`config.mk`:
```
export PLATFORM = sky130hd
export DESIGN_NAME = fetch_stage_flat
export DESIGN_NICKNAME = d
export VERILOG_FILES = /design/src/rtl/fetch_stage_if.sv /design/src/rtl/fetch_stage.sv /design/src/flat_wrapper.sv
export SDC_FILE = /design/constraint.sdc
export NUM_CORES = 1
export LEC_CHECK = 0
export ABC_AREA = 1
export CAP_MARGIN = 30
export CORE_ASPECT_RATIO = 0.7
export CORE_UTILIZATION = 45
export CTS_CLUSTER_SIZE = 25
export DETAILED_ROUTE_END_ITERATION = 8
export GPL_TIMING_DRIVEN = 0
export HOLD_SLACK_MARGIN = 0.02
export MAX_ROUTING_LAYER = met4
export PLACE_DENSITY_LB_ADDON = 0.2
export SYNTH_ARGS = -nofsm -noshare
export SYNTH_HDL_FRONTEND = slang
export SYNTH_SLANG_ARGS = --single-unit
```
`constraint.sdc`:
```
create_clock -name clk -period 3.7 [get_ports clk]
set_clock_uncertainty 0.15 [all_clocks]
set_input_delay 0.555 -clock clk [delete_from_list [all_inputs] [get_ports clk]]
set_output_delay 0.555 -clock clk [all_outputs]
set_load 0.01 [all_outputs]
```
`src/rtl/fetch_stage_if.sv`:
```
`default_nettype none
// ---------------------------------------------------------------------------
// fetch_stage_if : instruction-memory request/response bus.  Rev 1.0
// ---------------------------------------------------------------------------
interface fetch_stage_if;
    logic        imemReq;
    logic [15:0] imemAddr;
    logic        imemReady;
    logic [15:0] imemData;

    modport master (output imemReq, output imemAddr, input imemReady, input imemData);
    modport slave  (input imemReq, input imemAddr, output imemReady, output imemData);
endinterface
`default_nettype wire

```
`src/rtl/fetch_stage.sv`:
```
`default_nettype none
// ---------------------------------------------------------------------------
// fetch_stage : PC, imem handshake, one-entry skid buffer and IF/ID register.
// Rev 1.0
// ---------------------------------------------------------------------------
module fetch_stage #(
    parameter logic [15:0] RESET_PC  = 16'h0000,
    parameter logic [15:0] NOP_INSTR = 16'h0800
) (
    input  logic               clk,
    input  logic               rst,
    input  logic               stall,
    input  logic               redirect,
    input  logic [15:0]        redirectPC,
    input  logic               haltIn,
    fetch_stage_if.master      imem,
    output logic [15:0]        instr,
    output logic [15:0]        PC,
    output logic               instrValid,
    output logic               err
);

    typedef enum logic [1:0] {
        ST_RUN    = 2'd0,
        ST_BUF    = 2'd1,
        ST_HALTED = 2'd2
    } state_t;

    state_t      r_state;
    logic [15:0] r_pc;
    logic        r_req_active;
    logic [15:0] r_req_addr;
    logic        r_drop_pending;
    logic        r_halt_pending;
    logic [15:0] r_buf_instr;
    logic [15:0] r_buf_pc;
    logic [15:0] r_instr;
    logic [15:0] r_pc_out;
    logic        r_valid;
    logic        r_err;

    logic        w_issue;
    logic        w_req;
    logic [15:0] w_addr;
    logic        w_fire;
    logic        w_wait;
    logic        w_halt;
    logic [15:0] w_pc_next;

    // Request is gated by reset so nothing leaks onto the bus while held in reset.
    assign w_issue   = (r_state == ST_RUN) & ~stall & ~r_halt_pending;
    assign w_req     = rst & (r_req_active | w_issue);
    assign w_addr    = r_req_active ? r_req_addr : r_pc;
    assign w_fire    = w_req & imem.imemReady;
    assign w_wait    = w_req & ~imem.imemReady;
    assign w_halt    = r_halt_pending | haltIn;
    assign w_pc_next = w_addr + 16'd2;

    assign imem.imemReq  = w_req;
    assign imem.imemAddr = w_addr;
    assign instr         = r_instr;
    assign PC            = r_pc_out;
    assign instrValid    = r_valid;
    assign err           = r_err;

    always_ff @(posedge clk or negedge rst) begin
        if (!rst) begin
            r_state        <= ST_RUN;
            r_pc           <= RESET_PC;
            r_req_active   <= 1'b0;
            r_req_addr     <= RESET_PC;
            r_drop_pending <= 1'b0;
            r_halt_pending <= 1'b0;
            r_buf_instr    <= NOP_INSTR;
            r_buf_pc       <= RESET_PC;
            r_instr        <= NOP_INSTR;
            r_pc_out       <= RESET_PC;
            r_valid        <= 1'b0;
            r_err          <= 1'b0;
        end else begin
            r_req_active <= w_wait;
            if (w_wait) begin
                r_req_addr <= w_addr;
            end

            if ((r_state != ST_HALTED) && w_halt) begin
                // Let an outstanding handshake drain (data dropped) before halting.
                r_halt_pending <= 1'b1;
                r_instr        <= NOP_INSTR;
                r_valid        <= 1'b0;
                r_drop_pending <= w_wait;
                if (!w_wait) begin
                    r_state <= ST_HALTED;
                end
            end else if (r_state == ST_HALTED) begin
                r_instr <= NOP_INSTR;
                r_valid <= 1'b0;
            end else if (redirect) begin
                r_pc           <= redirectPC;
                r_instr        <= NOP_INSTR;
                r_valid        <= 1'b0;
                r_buf_instr    <= NOP_INSTR;
                r_buf_pc       <= RESET_PC;
                r_drop_pending <= w_wait;
                r_state        <= ST_RUN;
                if (redirectPC[0]) begin
                    r_err <= 1'b1;
                end
            end else begin
                case (r_state)
                    ST_RUN: begin
                        if (w_fire) begin
                            if (r_drop_pending) begin
                                r_drop_pending <= 1'b0;
                                if (!stall) begin
                                    r_instr <= NOP_INSTR;
                                    r_valid <= 1'b0;
                                end
                            end else if (!stall) begin
                                r_instr  <= imem.imemData;
                                r_pc_out <= w_pc_next;
                                r_valid  <= 1'b1;
                                r_pc     <= w_pc_next;
                            end else begin
                                r_buf_instr <= imem.imemData;
                                r_buf_pc    <= w_pc_next;
                                r_pc        <= w_pc_next;
                                r_state     <= ST_BUF;
                            end
                        end else if (!stall) begin
                            r_instr <= NOP_INSTR;
                            r_valid <= 1'b0;
                        end
                    end
                    ST_BUF: begin
                        if (!stall) begin
                            r_instr  <= r_buf_instr;
                            r_pc_out <= r_buf_pc;
                            r_valid  <= 1'b1;
                            r_state  <= ST_RUN;
                        end
                    end
                    default: begin
                        r_state <= ST_RUN;
                    end
                endcase
            end
        end
    end

endmodule
`default_nettype wire
```
`src/flat_wrapper.sv`:
```
// flat-port wrapper written by rule: the top's interface ports become plain ports
module fetch_stage_flat 
#(
    parameter logic [15:0] RESET_PC  = 16'h0000,
    parameter logic [15:0] NOP_INSTR = 16'h0800
)
  (clk, rst, stall, redirect, redirectPC, haltIn, instr, PC, instrValid, err, imem_imemReq, imem_imemAddr, imem_imemReady, imem_imemData);
  fetch_stage_if imem_i ();
  input  logic clk;
  input  logic rst;
  input  logic stall;
  input  logic redirect;
  input  logic [15:0] redirectPC;
  input  logic haltIn;
  output logic [15:0] instr;
  output logic [15:0] PC;
  output logic instrValid;
  output logic err;
  output wire logic [$bits(imem_i.imemReq)-1:0] imem_imemReq;
  output wire logic [$bits(imem_i.imemAddr)-1:0] imem_imemAddr;
  input wire logic [$bits(imem_i.imemReady)-1:0] imem_imemReady;
  input wire logic [$bits(imem_i.imemData)-1:0] imem_imemData;
  assign imem_imemReq = imem_i.imemReq;
  assign imem_imemAddr = imem_i.imemAddr;
  assign imem_i.imemReady = imem_imemReady;
  assign imem_i.imemData = imem_imemData;
  fetch_stage #(.RESET_PC(RESET_PC), .NOP_INSTR(NOP_INSTR)) u_core (.clk(clk), .rst(rst), .stall(stall), .redirect(redirect), .redirectPC(redirectPC), .haltIn(haltIn), .imem(imem_i), .instr(instr), .PC(PC), .instrValid(instrValid), .err(err));
endmodule
```
# Word level (Yosys, flattened, before mapping)
# Cells that the tools add are included.
# totals
regBits	103
inputBits	38
out_inout_bits	51
word_cells	109
# op_classes
add_sub_neg	1
eq_ne	16
n_mux	51
n_bitwise	13
reduce_logical	16
# ops
cell	count
two-way mux 16 bit	27
one-hot mux 16 bit (2 select lines)	2
adder 16 x 2 -> 16 bit (second input constant)	1
two-way mux 2 bit	8
two-way mux 1 bit	12
!= test 2 bit (second input constant)	6
AND reduction 6 bit	2
!= test 4 x 3 -> 1 bit (second input constant)	2
!= test 4 bit (second input constant)	2
AND reduction 8 bit	1
nonzero test 2 bit	4
!= test 7 x 6 -> 1 bit (second input constant)	1
NOT 1 bit	6
AND reduction 3 bit	2
nonzero test 3 bit	2
AND 1 bit	5
!= test 5 x 3 -> 1 bit (second input constant)	1
AND reduction 5 bit	1
nonzero test 5 bit	1
!= test 2 x 1 -> 1 bit (second input constant)	2
one-hot mux 2 bit (2 select lines)	1
AND reduction 4 bit	1
== test 2 x 1 -> 1 bit (second input constant)	1
== test 2 bit (second input constant)	1
other kinds (4)	5

# Longest topological paths before layout
# logic_depth
word_depth	11
mapped_depth	14
depth_no_buf	13

# Least setup slack after synthesis
# OpenSTA, ideal clock, no wires.
# synth_timing
kind	flip-flop to flip-flop
start	register u_core.r_req_active
end	register u_core.r_pc[15]
setup_ns	0.116
t_arrival_ns	1.731
required_ns	3.434
setup_slack_ns	1.703
path_stages_with_launch	13
n_path_buf	1
synth_period_minus_slack_ns	1.997
cell_sequence	dfrtp_1 > inv_2 > buf_2 > nand2_1 > nand2_1 > ha_1 > nand2_2 > nor2_4 > nand2_2 > o21ai_2 > nand3_1 > nand2_1 > nand2_1
# synth_via
elab_chain_cells	6
elab_cells_between_ends	11
classes_between	add/sub: 1; mux: 5; bitwise: 3; reduce/logical: 2
# synth_rtl
item	line_no	source
from (decl)	fetch_stage.sv:31	logic r_req_active;
from (signal assigned)	fetch_stage.sv:81	r_req_active <= w_wait;
two-way mux 16 bit	fetch_stage.sv:53	assign w_addr = r_req_active ? r_req_addr : r_pc;
named net imem_imemAddr[2]	flat_wrapper.sv:20	output wire logic [$bits(imem_i.imemAddr)-1:0] imem_imemAddr;
adder 16 x 2 -> 16 bit	fetch_stage.sv:57	assign w_pc_next = w_addr + 16'd2;
two-way mux 16 bit	fetch_stage.sv:113	if (r_drop_pending) begin
two-way mux 16 bit	fetch_stage.sv:112	if (w_fire) begin
two-way mux 16 bit	fetch_stage.sv:110	case (r_state)
two-way mux 16 bit	fetch_stage.sv:98	end else if (redirect) begin
to (signal assigned)	fetch_stage.sv:99	r_pc <= redirectPC;
to (signal assigned)	fetch_stage.sv:123	r_pc <= w_pc_next;
to (signal assigned)	fetch_stage.sv:127	r_pc <= w_pc_next;
to (decl)	fetch_stage.sv:30	logic [15:0] r_pc;
# The timed path passes the listed nets, and every way through them passes these cells. The select of a mux whose other input is x is not followed.
# A chain may end at the register's enable or synchronous reset.

# Worst setup path in the final report
# layout_timing
start	register u_core.r_req_active
end	output port imem_imemAddr[0]
# layout_via
elab_chain_cells	1
# layout_rtl
item	line_no
two-way mux 16 bit	fetch_stage.sv:53
to (decl)	flat_wrapper.sv:20
# No other way between the ends.

==> metrics <==
CP cell instances=inv_2 -> buf_2 -> or2_2 -> o21ai_0 -> inv_1 -> clkdlybuf4s50_1; P_sw=559.8 uW; Yosys warnings=0; first-pass GRT wire length=26310 um; final critical-path share of the clock period=78.06%; total of max-cap violations=0; register area share after synthesis=45.01%; async set-reset flop share out of synthesis=100.0%; largest family of logic cells by synthesized area=simple AND/OR/NAND/NOR gates; Placed Cells=1068; RSZ-0062 raised after global routing=no; Crit Path Category=flop to output pin; pwr dens=328.7 nW/um^2; Buf/Inv on CP=4; Synth cell types=35; CP delay by family, top=buffers and inverters; sw frac=23.79%; Routed Antenna Nets=0; area leader, netlist=dfrtp_1; Iter 0 DRT Violations=535; Boundary Pins=89; Synth top area share=44.10%; initial antenna violation count=0; failing checks=DRC; Pint=1.793 mW; crit path max fanout=10; Pleak=3.614 nW; Synth Area per Inst=7.016 sq um; Pwr Total=2.353 mW; largest net degree at the start of global routing=56; Post-synth top flop=dfrtp_1; Post-Synthesis Cells=817; cts repair resizes=0; critical path's largest stage delay=0.49 ns; Max VDD drop=0.2202 mV; Synth Area in Simple Gates=33.20%; final wirelength=16610 um; final hold vios=0; PnR worst setup slack=0.8118 ns; Synth Area in XOR/XNOR=0.1528%; Ant. Diodes=0; Starting Density=46.14%; HPWL Detailed=12160 um; FILL cells=1192; Placed Instance Area=6840 sq um; hold buffers post-CTS=0; CP arrival=2.18 ns; CTS tree=done; Clock Latency Late Sink=0.35 ns; Area Growth Syn to Fin=24.91%; CTS clk-pin slew, worst paths=0.07 ns; Port Buffers=88; Hold Crit Class=input port to async pin; Setup-failing EPs final=0; die area=13200 sq um; Avg WL per Cell=15.32 um; placeable core area=12420 sq um; via density per instance=5.151; Worst Tran Pin Value=0.7435 ns; Comb power frac=7.4%; fmax=346.2 MHz; Seq pwr share=49.3%; Final Non-Filler Cells=1084; Setup WS pre-CTS=0.8950 ns; Synth Net Count=856; GRT Overall Usage=27.31%; status=finished, violations left; EDFF count, synth=0; gr ovfl total=0; Rows=34; # DRC=1; max-slew violations=0; slowest CP cell=dfrtp_1; area fraction in compound gates after synthesis=13.56%; CTS buffer count=9; Setup Fix Bufs, Post-CTS=0; largest cells by area after synthesis=dfrtp_1 44%, nand2_1 23%, o21ai_0 8.4%, inv_1 4.3%, nor2_1 2.6%; drt first pass iters=7; CP endpoint kind=output pin; slew margin rel.=50.43%; die height=96.43 um; H-tree depth=3; crit start category=flop; Design Area, Final=7159 sq um; clk root buf=clkbuf_16; Synth Area in Adders=0.2183%; netlist area before placement=5732 sq um; CTS Buffer Depth=2; Tmin final=2.888 ns; R2R setup slack=1.30 ns; nets=956; clk sinks=103; routed via count=5584; Clock Power Share=43.3%; GPL Wtd Cong=0.9042; layout cells sized above 1=9.219%; post-synthesis mux area share=0%; vias in the first global route=4874; FF+latch count, synth=103; Die X=136.9 um; Critical Path RT=2.99 ns
[final timing paths]
path                            depth (start not counted)                            endpoint                             start
worst max-delay path                                    6                    imem_imemAddr[0]     u_core.r_req_active$_DFF_PN0_
worst min-delay path                                    1          u_core.r_pc[5]$_DFFE_PN0P_                               rst
worst max register to register                         12           u_core.PC[15]$_DFFE_PN0P_     u_core.r_req_active$_DFF_PN0_
worst min register to register                          2    u_core.r_req_addr[2]$_DFFE_PN0N_  u_core.r_req_addr[2]$_DFFE_PN0N_
max in group asynchronous                               2  u_core.r_buf_instr[11]$_DFFE_PN1P_                               rst
min in group clk                                        2    u_core.r_req_addr[2]$_DFFE_PN0N_  u_core.r_req_addr[2]$_DFFE_PN0N_
[final cells by class]
class                           instances  area (sq um)  share of cell area, %
Timing Repair Buffer                   89         905.9                  12.65
Tap cell                              162         202.7                  2.831
Buffer                                 38         183.9                  2.569
Inverter                               71         266.5                  3.722
Clock buffer                           12         266.5                  3.722
Sequential cell                       103          2580                  36.04
Multi-Input combinational cell        605          2701                  37.73
Clock inverter                          4         52.55                 0.7340
[Yosys cell counts, types with 2 or more instances]
master	count
nor2_2	6
nand3_1	24
nand2_4	3
dfrtp_1	101
buf_4	2
a21oi_1	19
nor2_4	3
inv_2	5
o21ai_1	14
o21ai_0	96
a21boi_1	2
inv_1	65
nand3_2	3
nand2_1	357
o21bai_2	2
buf_6	2
or2_2	4
nand2_2	11
buf_2	15
nor2_1	39
o21ai_2	5
nand4_1	7
clkbuf_1	19
dfstp_2	2
[per-layer routing]
layer,share of wire [%],vias to the layer above,GRT usage (%)
li1,-,2768,-
met3,8.1,7,4.643
met5,0,-,-
met2,40,232,36.29
met1,52,2577,43.04
met4,0.52,0,4.396
[cells by family after synthesis]
group,Yosys count
flip-flops,103
buffers and inverters,109
XOR/XNOR,1
AO/OA/AOI/OAI,144
AND/OR/NAND/NOR,459
adder cells (fa/ha/maj),1
[registers in the layout, indices dropped and copies added, names as in the netlist]
register	flops
u_core.PC	16
u_core.err	1
u_core.instr	16
u_core.instrValid	1
u_core.r_buf_instr	16
u_core.r_buf_pc	16
u_core.r_drop_pending	1
u_core.r_halt_pending	1
u_core.r_pc	16
u_core.r_req_active	1
u_core.r_req_addr	16
u_core.r_state	2
[per-stage QoR]
stage,util (%),hold WS [ns],TNS [ns]
floorplan,-,0.1094,0
global placement,54.86,0.3079,-498.49
detailed placement,55.07,0.3094,0
CTS,57.64,0.1548,0
global route,57.64,0.1889,0
finish,57.64,0.1291,0
[power by group through the flow]
stage	clock, mW	combinational (mW)	sequential, mW
final	1.02	0.174	1.16
after global routing	1.08	0.197	1.16
after CTS	1.03	0.174	1.16
after detailed placement	0	0.173	1.18
after global placement	0	0.170	1.18
after floorplan	0	0.0805	1.18
[layout by cell type (no fill, tap or decap), types with 3 or more instances in the layout]
master / count
a21oi_1: 19
nor2_4: 3
clkdlybuf4s50_1: 87
nand2_4: 3
or2_2: 4
nand3_2: 3
buf_2: 15
inv_2: 5
nand4_1: 7
nand2_2: 11
dfrtp_1: 101
clkbuf_1: 19
inv_1: 65
clkbuf_8: 3
clkbuf_16: 9
nand2_1: 357
o21ai_1: 14
nor2_2: 6
o21ai_2: 5
nand3_1: 24
buf_4: 3
nor2_1: 39
o21ai_0: 96
Power figures use the tool's default switching activity.
